**src/rtl/wide_add_pkg.sv**
```systemverilog
// Shared types and default sizing for the wide sequential adder.
package wide_add_pkg;

  typedef enum logic [1:0] {
    IDLE = 2'd0,
    RUN  = 2'd1,
    DONE = 2'd2
  } state_t;

  localparam int DEFAULT_WIDTH = 24;
  localparam int DEFAULT_WORDS = 3;

endpackage

```
**src/rtl/PPA_Kogge_Stone_24bit.sv**
```systemverilog
// Combinational Kogge-Stone parallel-prefix adder, S/cout = A + B + cin.
// Zero latency; no flow control.
// Not applicable: purely combinational, no backpressure.
module PPA_Kogge_Stone_24bit #(
  parameter int width = 24
) (
  input  logic [width-1:0] A,
  input  logic [width-1:0] B,
  input  logic             cin,
  output logic [width-1:0] S,
  output logic             cout
);

  localparam int LV = (width > 1) ? $clog2(width) : 0;

  logic [width-1:0] gl [0:LV];
  logic [width-1:0] pl [0:LV];
  logic [width-1:0] c;
  logic [width:0]   cv;

  assign gl[0] = A & B;
  assign pl[0] = A ^ B;

  // Each level doubles the span of every group generate/propagate term.
  for (genvar l = 1; l <= LV; l++) begin : g_level
    localparam int DIST = 1 << (l - 1);
    localparam logic [width-1:0] LOW_MASK = {width{1'b1}} >> (width - DIST);
    assign gl[l] = gl[l-1] | (pl[l-1] & (gl[l-1] << DIST));
    assign pl[l] = pl[l-1] & ((pl[l-1] << DIST) | LOW_MASK);
  end

  assign c    = gl[LV] | (pl[LV] & {width{cin}});
  assign cv   = {c, cin};
  assign S    = pl[0] ^ cv[width-1:0];
  assign cout = cv[width];

endmodule

```
**src/rtl/wide_add_sequencer.sv**
```systemverilog
// Wide add (optional subtract with WIDE_ADD_SUB_EN) issued one WIDTH-bit slice per cycle through one adder.
// Latency: accept edge + WORDS cycles to out_valid; one result per WORDS+2 cycles back-to-back.
// Backpressure: result held in DONE until out_ready; in_ready low outside IDLE, no queuing.
module wide_add_sequencer
  import wide_add_pkg::*;
#(
  parameter int WIDTH = DEFAULT_WIDTH,
  parameter int WORDS = DEFAULT_WORDS
) (
  input  logic                   clk,
  input  logic                   rst_n,
  input  logic                   in_valid,
  output logic                   in_ready,
  input  logic [WIDTH*WORDS-1:0] in_a,
  input  logic [WIDTH*WORDS-1:0] in_b,
  input  logic                   in_cin,
`ifdef WIDE_ADD_SUB_EN
  input  logic                   in_sub,
`endif
  output logic                   out_valid,
  input  logic                   out_ready,
  output logic [WIDTH*WORDS-1:0] out_sum,
  output logic                   out_cout
);

  localparam int N  = WIDTH * WORDS;
  localparam int IW = (WORDS > 1) ? $clog2(WORDS) : 1;
  localparam logic [IW-1:0] LAST = IW'(WORDS - 1);

  state_t         state;
  logic [N-1:0]   a_reg;
  logic [N-1:0]   b_reg;
  logic [N-1:0]   sum_reg;
  logic           cin_reg;
  logic           carry;
  logic           cout_reg;
  logic [IW-1:0]  idx;

  logic [WIDTH-1:0] add_a;
  logic [WIDTH-1:0] add_b;
  logic [WIDTH-1:0] add_s;
  logic             add_cin;
  logic             add_cout;

  always_comb begin
    add_a   = a_reg[idx*WIDTH +: WIDTH];
    add_b   = b_reg[idx*WIDTH +: WIDTH];
    add_cin = (idx == '0) ? cin_reg : carry;
  end

  PPA_Kogge_Stone_24bit #(.width(WIDTH)) u_adder (
    .A    (add_a),
    .B    (add_b),
    .cin  (add_cin),
    .S    (add_s),
    .cout (add_cout)
  );

  always_ff @(posedge clk or negedge rst_n) begin
    if (!rst_n) begin
      state    <= IDLE;
      a_reg    <= '0;
      b_reg    <= '0;
      sum_reg  <= '0;
      cin_reg  <= 1'b0;
      carry    <= 1'b0;
      cout_reg <= 1'b0;
      idx      <= '0;
    end else begin
      case (state)
        IDLE: begin
          if (in_valid) begin
            a_reg <= in_a;
`ifdef WIDE_ADD_SUB_EN
            // Subtract is A + ~B + 1; inverting B once here keeps the slice path identical.
            b_reg   <= in_sub ? ~in_b : in_b;
            cin_reg <= in_sub | in_cin;
`else
            b_reg   <= in_b;
            cin_reg <= in_cin;
`endif
            idx     <= '0;
            sum_reg <= '0;
            carry   <= 1'b0;
            state   <= RUN;
          end
        end
        RUN: begin
          sum_reg[idx*WIDTH +: WIDTH] <= add_s;
          carry <= add_cout;
          if (idx == LAST) begin
            cout_reg <= add_cout;
            state    <= DONE;
          end else begin
            idx <= idx + 1'b1;
          end
        end
        DONE: begin
          if (out_ready) state <= IDLE;
        end
        default: state <= IDLE;
      endcase
    end
  end

  assign in_ready  = (state == IDLE);
  assign out_valid = (state == DONE);
  assign out_sum   = sum_reg;
  assign out_cout  = cout_reg;

endmodule

```
**config.mk**
```make
export PLATFORM = sky130hd
export DESIGN_NAME = wide_add_sequencer
export DESIGN_NICKNAME = d
export VERILOG_FILES = /design/src/rtl/wide_add_pkg.sv /design/src/rtl/PPA_Kogge_Stone_24bit.sv /design/src/rtl/wide_add_sequencer.sv
export SDC_FILE = /design/constraint.sdc
export NUM_CORES = 1
export LEC_CHECK = 0
export CELL_PAD_IN_SITES_DETAIL_PLACEMENT = 1
export CELL_PAD_IN_SITES_GLOBAL_PLACEMENT = 1
export CORE_MARGIN = 8
export CORE_UTILIZATION = 42
export CTS_BUF_LIST = sky130_fd_sc_hd__clkbuf_4 sky130_fd_sc_hd__clkbuf_8 sky130_fd_sc_hd__clkbuf_16
export CTS_CLUSTER_DIAMETER = 30
export DETAILED_ROUTE_END_ITERATION = 8
export PLACE_DENSITY_LB_ADDON = 0.1
export SYNTH_ARGS = -nofsm -noshare
export SYNTH_HDL_FRONTEND = slang
export SYNTH_SLANG_ARGS = --single-unit
export TNS_END_PERCENT = 10
```
**constraint.sdc**
```tcl
create_clock -name clk -period 7.7 [get_ports clk]
set_clock_uncertainty 0.1 [all_clocks]
set_input_delay 1.54 -clock clk [delete_from_list [all_inputs] [get_ports clk]]
set_output_delay 1.54 -clock clk [all_outputs]
set_load 0.005 [all_outputs]
```
==> results.py, run 1 <==
metrics = {
    "timing": {
        "setup_tns_ps": 0,
        "finalCritPeriodShare_pct": 62.0,
        "rsz0062_at_grt": "no",
        "timing.final.ws_setup_ps": 2920,
        "final-hold-violation-count": 0,
        "tightest_slew_ps": 1110,
        "slew_violations": 0,
        "fmax_mhz": 209,
        "slew_headroom_pct": 26.1,
        "setup_viol": 0,
        "period_needed_ps": 4780,
    },
    "critical_path": {
        "critPathKind": "register to register",
        "critical_path.max_fanout": 47,
        "endpoint_kind": "register",
        "crit_path_start_kind": "register",
        "cp.required_ps": 7990,
        "critPathArrivalTime_ps": 5070,
    },
    "synth": {
        "synth_compound_area_share_pct": 13.7,
        "synthXorXnorAreaFrac_pct": 1.18,
        "synthArstFlopShare_pct": 100,
        "yosys.area_share.simple_pct": 23.7,
        "synth_cell_type_count": 66,
        "syn_avg_cell_area_sq_um": 8.65,
        "ys_warn_count": 0,
        "syn_area_sq_mm": 0.0111,
        "synth_cells": 1284,
        "ys_seq_elements": 223,
        "synth_edf_count": 0,
        "synth_top_family_by_area": "simple AND/OR/NAND/NOR gates",
        "synth_fa_ha_area_share_pct": 3.45,
        "synth.area.mux_share_pct": 4.91,
        "ys.flop_type": "dfrtp_1",
        "ys_seq_area_share_pct": 50.2,
        "syn_nets": 1463,
    },
    "placed_design": {
        "pre_cts_slack_ps": 2950,
        "globalplace.congestion": 0.851,
        "hpwl_microns": 27400,
        "port_buffers": 223,
    },
    "global_route": {
        "grt_max_degree": 141,
        "grt_pass1_vias": 11400,
        "grt_usage_pct": 25.5,
        "antenna_found_initial": 1,
        "grt_pass1_wl_microns": 64100,
        "grt_overflow_total": 0,
    },
    "drt": {
        "vias_per_cell": 5.56,
        "dr.pass1.iters": 7,
        "antenna_left": 0,
        "finalWirelength_microns": 40700,
        "drt_iter0_drc": 788,
        "wire_per_inst_microns": 21.8,
        "vias": 10400,
        "post-route-drc-count": 0,
    },
    "cts": {
        "cts_root_buf": "clkbuf_16",
        "cts_tree": "done",
        "cts_resized": 0,
        "tritoncts_num_sinks": 223,
        "cts_hold_buf": 0,
        "clkSlewWorstSetupHoldPaths_ps": 50,
        "h-tree-depth": 2,
        "post-cts-setup-buffer-count": 0,
        "clockBufferDepth": 3,
        "clk_latency_ps": 550,
        "cts_buffers": 54,
    },
    "floorplanning": {
        "dieHeight_microns": 179,
        "core_area_sq_mm": 0.0260,
        "die_width_microns": 179,
        "ioPinCount": 224,
        "die_area_sq_mm": 0.0319,
        "rows": 59,
        "start_util_pct": 42.8,
    },
    "run": {
        "maxCapViolations": 0,
    },
    "pwr": {
        "p_leak_nw": 7.27,
        "cellPowerDensity_mw_per_mm2": 538,
        "ir_drop_v": 0.000269,
    },
    "final_layout": {
        "drive_gt1_share_pct": 7.57,
        "multi_input_comb_area_sq_mm": 0.00524,
        "register_area_sq_mm": 0.00559,
        "fin_nets": 1675,
        "syn2layout_area_growth_pct": 38.6,
        "fillers": 2964,
        "antenna_cells": 0,
    },
    "status": {
        "status": "finished, final reports clean",
    },
    "worst_hold_path": {
        "min_path_type": "register to register",
    },
}
==> worst paths after layout <==
check | start | endpoint | slack, ps | cells after the start
min reg2reg | b_reg[62] | b_reg[62] | 370 | 2
min in group asynchronous | rst_n | b_reg[57] | 860 | 1
max | idx[1] | out_sum[68] | 2920 | 11
max reg2reg | idx[1] | out_sum[68] | 2920 | 11
max in group asynchronous | rst_n | out_sum[37] | 5420 | 2
min | b_reg[62] | b_reg[62] | 370 | 2
==> layout make-up <==
class | count | area share, %
clock buffers | 70 | 9.91
clock inverters | 22 | 2.01
inverters | 6 | 0.146
multi-input cells | 981 | 34.0
flip-flops and latches | 223 | 36.3
well taps | 335 | 2.72
repair buffers | 230 | 14.9
==> logic make-up after synthesis <==
kind of cell               after synthesis
and+or+nand+nor                        649
AOI/OAI and AO/OA                      233
DFF                                    223
buffers and inverters                   80
muxes                                   54
adders and majority gates               30
xor gates and xnor gates                15
==> power by group <==
part,internal (mW),total (mW),switching (mW)
Clock,1.61,2.29,0.682
Combinational,1.32,4.00,2.68
Sequential,1.65,2.00,0.351
Total,4.58,8.29,3.71
==> critical path: stages (launching register included) <==
cell and delay (ps):
dfrtp_4 710, nor2_4 920, nand2_1 110, o21ai_0 190, ha_1 340, a21oi_1 150, o21a_1 250, a2111oi_0 870
nor3_2 130, mux2i_1 190, a2111oi_4 460, o221ai_1 180
==> per-stage QoR <==
stage | instances | total power [mW] | cell area [sq um] | utilization (%) | hold WS (ps)
3_3_place_gp | 1775 | 5.80 | 13600 | 52.2 | 357
6_report | 1867 | 8.29 | 15400 | 59.3 | 371
2_1_floorplan | 1284 | 4.35 | 11100 | - | 345
3_5_place_dp | 1775 | 5.90 | 13600 | 52.2 | 362
4_1_cts | 1867 | 8.29 | 15400 | 59.3 | 374
5_1_grt | 1867 | 8.75 | 15400 | 59.3 | 397
==> Yosys cell counts (14+ instances only) <==
cell      instances  area, sq um
a22o_1           24          210
o21ai_0         100          500
a21o_1           16          120
ha_1             29          363
dfrtp_1         223         5580
mux2i_1          53          531
nand2_1         542         2030
nor2_1           30          113
a21oi_1          31          155
nor3_1           18         90.1
nand3_1          14         70.1
clkbuf_1         68          255
==> layer usage <==
layer / vias to the layer above / wire, microns / track usage (%)
met5: - / 9 / 0
met2: 349 / 19600 / 42.7
li1: 4775 / - / -
met3: 81 / 2210 / 4.93
met4: 2 / 962 / 7.75
met1: 5180 / 17900 / 33.0
==> layout by cell type (no fill, tap or decap), types with 3 or more instances in the layout <==
master	netlist	routed
o221ai_1	4	4
ha_1	29	29
xor2_1	8	8
o21a_1	3	3
inv_1	6	6
clkinv_4	0	3
clkinvlp_4	0	4
nand2_1	542	541
o31ai_1	3	3
clkinv_2	0	7
a211oi_1	4	4
bufinv_16	0	7
a22oi_1	10	10
and3_1	6	6
clkbuf_4	0	9
and4_1	3	3
clkbuf_16	0	55
a221o_1	8	8
a22o_1	24	24
o211ai_1	5	5
o21ai_0	100	100
nor3_1	18	18
clkdlybuf4s50_1	0	222
a21oi_1	31	31
dfrtp_1	223	221
clkbuf_8	0	6
nand2b_1	6	6
buf_4	0	6
mux2i_1	53	53
a21o_1	16	16
nor2b_1	5	5
nand4_1	8	8
xnor2_1	7	7
nor2_1	30	29
nand3_1	14	14
Note: power is estimated with default switching activity, not from simulation.
==> run 2, diff against run 1 <==
--- a/config.mk
+++ b/config.mk
@@ -8,7 +8,7 @@
 export CELL_PAD_IN_SITES_DETAIL_PLACEMENT = 1
 export CELL_PAD_IN_SITES_GLOBAL_PLACEMENT = 1
 export CORE_MARGIN = 8
-export CORE_UTILIZATION = 42
+export CORE_UTILIZATION = 39
 export CTS_BUF_LIST = sky130_fd_sc_hd__clkbuf_4 sky130_fd_sc_hd__clkbuf_8 sky130_fd_sc_hd__clkbuf_16
 export CTS_CLUSTER_DIAMETER = 30
 export DETAILED_ROUTE_END_ITERATION = 8
==> constraint.sdc (replaced) <==
create_clock -name clk -period 4.4 [get_ports clk]
set_clock_uncertainty 0.1 [all_clocks]
set_input_delay 0.88 -clock clk [delete_from_list [all_inputs] [get_ports clk]]
set_output_delay 0.88 -clock clk [all_outputs]
set_load 0.005 [all_outputs]
==> run 2 against run 1 <==
Net effect:
- wire length shrank 4.2%
- flip-flop and latch count is the same
- combinational power grew 82%
- via count shrank 1.6%
- cell area grew 1.2%
- critical path depth is the same
- non-clock buffer count grew 17
- hold slack lost 47 ps
- maximum frequency grew 18%
==> results.py, run 2 (synthesized netlist as in run 1, its figures left out) <==
metrics = {
    "cts": {
        "post-cts-setup-buffer-count": 0,
        "cts_resized": 0,
        "cts_tree": "done",
        "cts_buffers": 50,
        "tritoncts_num_sinks": 223,
        "clkSlewWorstSetupHoldPaths_ps": 50,
        "h-tree-depth": 2,
        "cts_hold_buf": 0,
        "cts_root_buf": "clkbuf_16",
        "clockBufferDepth": 3,
        "clk_latency_ps": 540,
    },
    "final_layout": {
        "final_common_cell": "nand2_1",
        "syn2layout_area_growth_pct": 40.3,
        "fin_nets": 1688,
        "register_area_sq_mm": 0.00559,
        "fillers": 3187,
        "final_cell_mix": "541 x nand2_1, 222 x clkdlybuf4s50_1, 221 x dfrtp_1",
        "multi_input_comb_area_sq_mm": 0.00524,
        "drive_gt1_share_pct": 8.65,
        "antenna_cells": 0,
    },
    "global_route": {
        "grt_pass1_vias": 11200,
        "grt_usage_pct": 22.8,
        "use_met2_pct": 37.7,
        "grt_pass1_wl_microns": 62000,
        "grt_overflow_total": 0,
        "antenna_found_initial": 0,
        "use_met3_pct": 4.04,
        "grt_busiest_layer": "met2",
        "grt_max_degree": 114,
        "grt_use_met1_pct": 29.6,
    },
    "placed_design": {
        "hpwl_microns": 28000,
        "port_buffers": 223,
        "globalplace.congestion": 0.861,
    },
    "timing": {
        "rsz0062_at_grt": "no",
        "slew_headroom_pct": 27.2,
        "fmax_mhz": 248,
        "period_needed_ps": 4030,
        "fin_hold_ws_ps": 323,
        "finalCritPeriodShare_pct": 91.7,
        "setup_viol": 0,
        "tightest_slew_ps": 1080,
        "setup_tns_ps": 0,
        "final-hold-violation-count": 0,
        "slew_violations": 0,
    },
    "run": {
        "maxCapViolations": 0,
    },
    "worst_hold_path": {
        "min_path_type": "input port to async pin",
    },
    "critical_path": {
        "critPathKind": "register to register",
        "cp.required_ps": 4660,
        "cp-startpoint": "idx[1]",
        "critPathArrivalTime_ps": 4300,
        "endpoint_kind": "register",
        "crit_path_start_kind": "register",
        "critical_path.max_fanout": 21,
        "worstReg2RegStart": "idx[1]",
    },
    "floorplanning": {
        "rows": 61,
        "ioPinCount": 224,
        "die_area_sq_mm": 0.0341,
        "die_width_microns": 185,
        "dieHeight_microns": 185,
        "core_area_sq_mm": 0.0279,
        "start_util_pct": 39.8,
    },
    "drt": {
        "post-route-drc-count": 0,
        "wire_per_inst_microns": 20.2,
        "dr.pass1.iters": 5,
        "finalWirelength_microns": 39000,
        "antenna_left": 0,
        "vias_per_cell": 5.30,
        "vias": 10200,
        "drt_iter0_drc": 585,
    },
    "pwr": {
        "power_switching_mw": 6.48,
        "p_seq_share_pct": 23.5,
        "swShare_pct": 44.5,
        "cellPowerDensity_mw_per_mm2": 935,
        "ir_drop_v": 0.000384,
        "internal_power_mw": 8.08,
        "power_mw": 14.6,
        "p_leak_nw": 7.33,
        "clkPwrFrac_pct": 26.7,
        "combPwrFrac_pct": 49.8,
    },
    "status": {
        "status": "finished, final reports clean",
    },
}
run 2: metrics by stage:
step                cell area [sq um]  worst slack (ps)  instances  utilization (%)
detailed placement              13800               517       1835             49.4
global route                    15600               102       1928             55.8
finish                          15600               366       1928             55.8
CTS                             15600               431       1928             55.8
floorplan                       11100               675       1284                -
global placement                13800               598       1835             49.4
run 2: cell type report:
class | instances | area share (%)
Clock inverter | 34 | 2.64
Sequential cell | 223 | 35.8
Tap cell | 378 | 3.03
Multi-Input combinational cell | 981 | 33.6
Timing Repair Buffer | 247 | 15.9
Inverter | 6 | 0.145
Clock buffer | 59 | 8.82
run 2: worst paths after layout:
kind / endpoint / slack [ps] / depth (start not counted)
max: out_sum[38] / 370 / 11
min: a_reg[5] / 320 / 1
max reg2reg: out_sum[38] / 370 / 11
min reg2reg: b_reg[1] / 370 / 2
max in group asynchronous: a_reg[48] / 3000 / 2
min in group clk: b_reg[1] / 370 / 2
run 2: power by group through the flow:
stage | Clock, mW | Sequential [mW] | Combinational (mW)
after floorplan | 0 | 3.25 | 4.37
after CTS | 3.95 | 3.42 | 7.26
after global placement | 0 | 3.41 | 7.02
after detailed placement | 0 | 3.43 | 7.16
after global routing | 4.04 | 3.52 | 7.91
final | 3.89 | 3.42 | 7.26
run 2: critical path, cell delays in order, from the launching register on:
cell      delay [ps]
dfrtp_4          520
nor2_4           460
buf_4            220
nand2_1           50
o21ai_0           80
ha_1             370
a2111o_1         490
o211ai_1         350
a21oi_1          180
nor3_1           250
xor2_1           530
o21ai_0          240
run 2: metal layers:
layer	wire length, microns	vias to the layer above
met5	0	-
met4	1280	0
met3	2260	83
met2	18400	326
met1	17000	5007
li1	-	4806
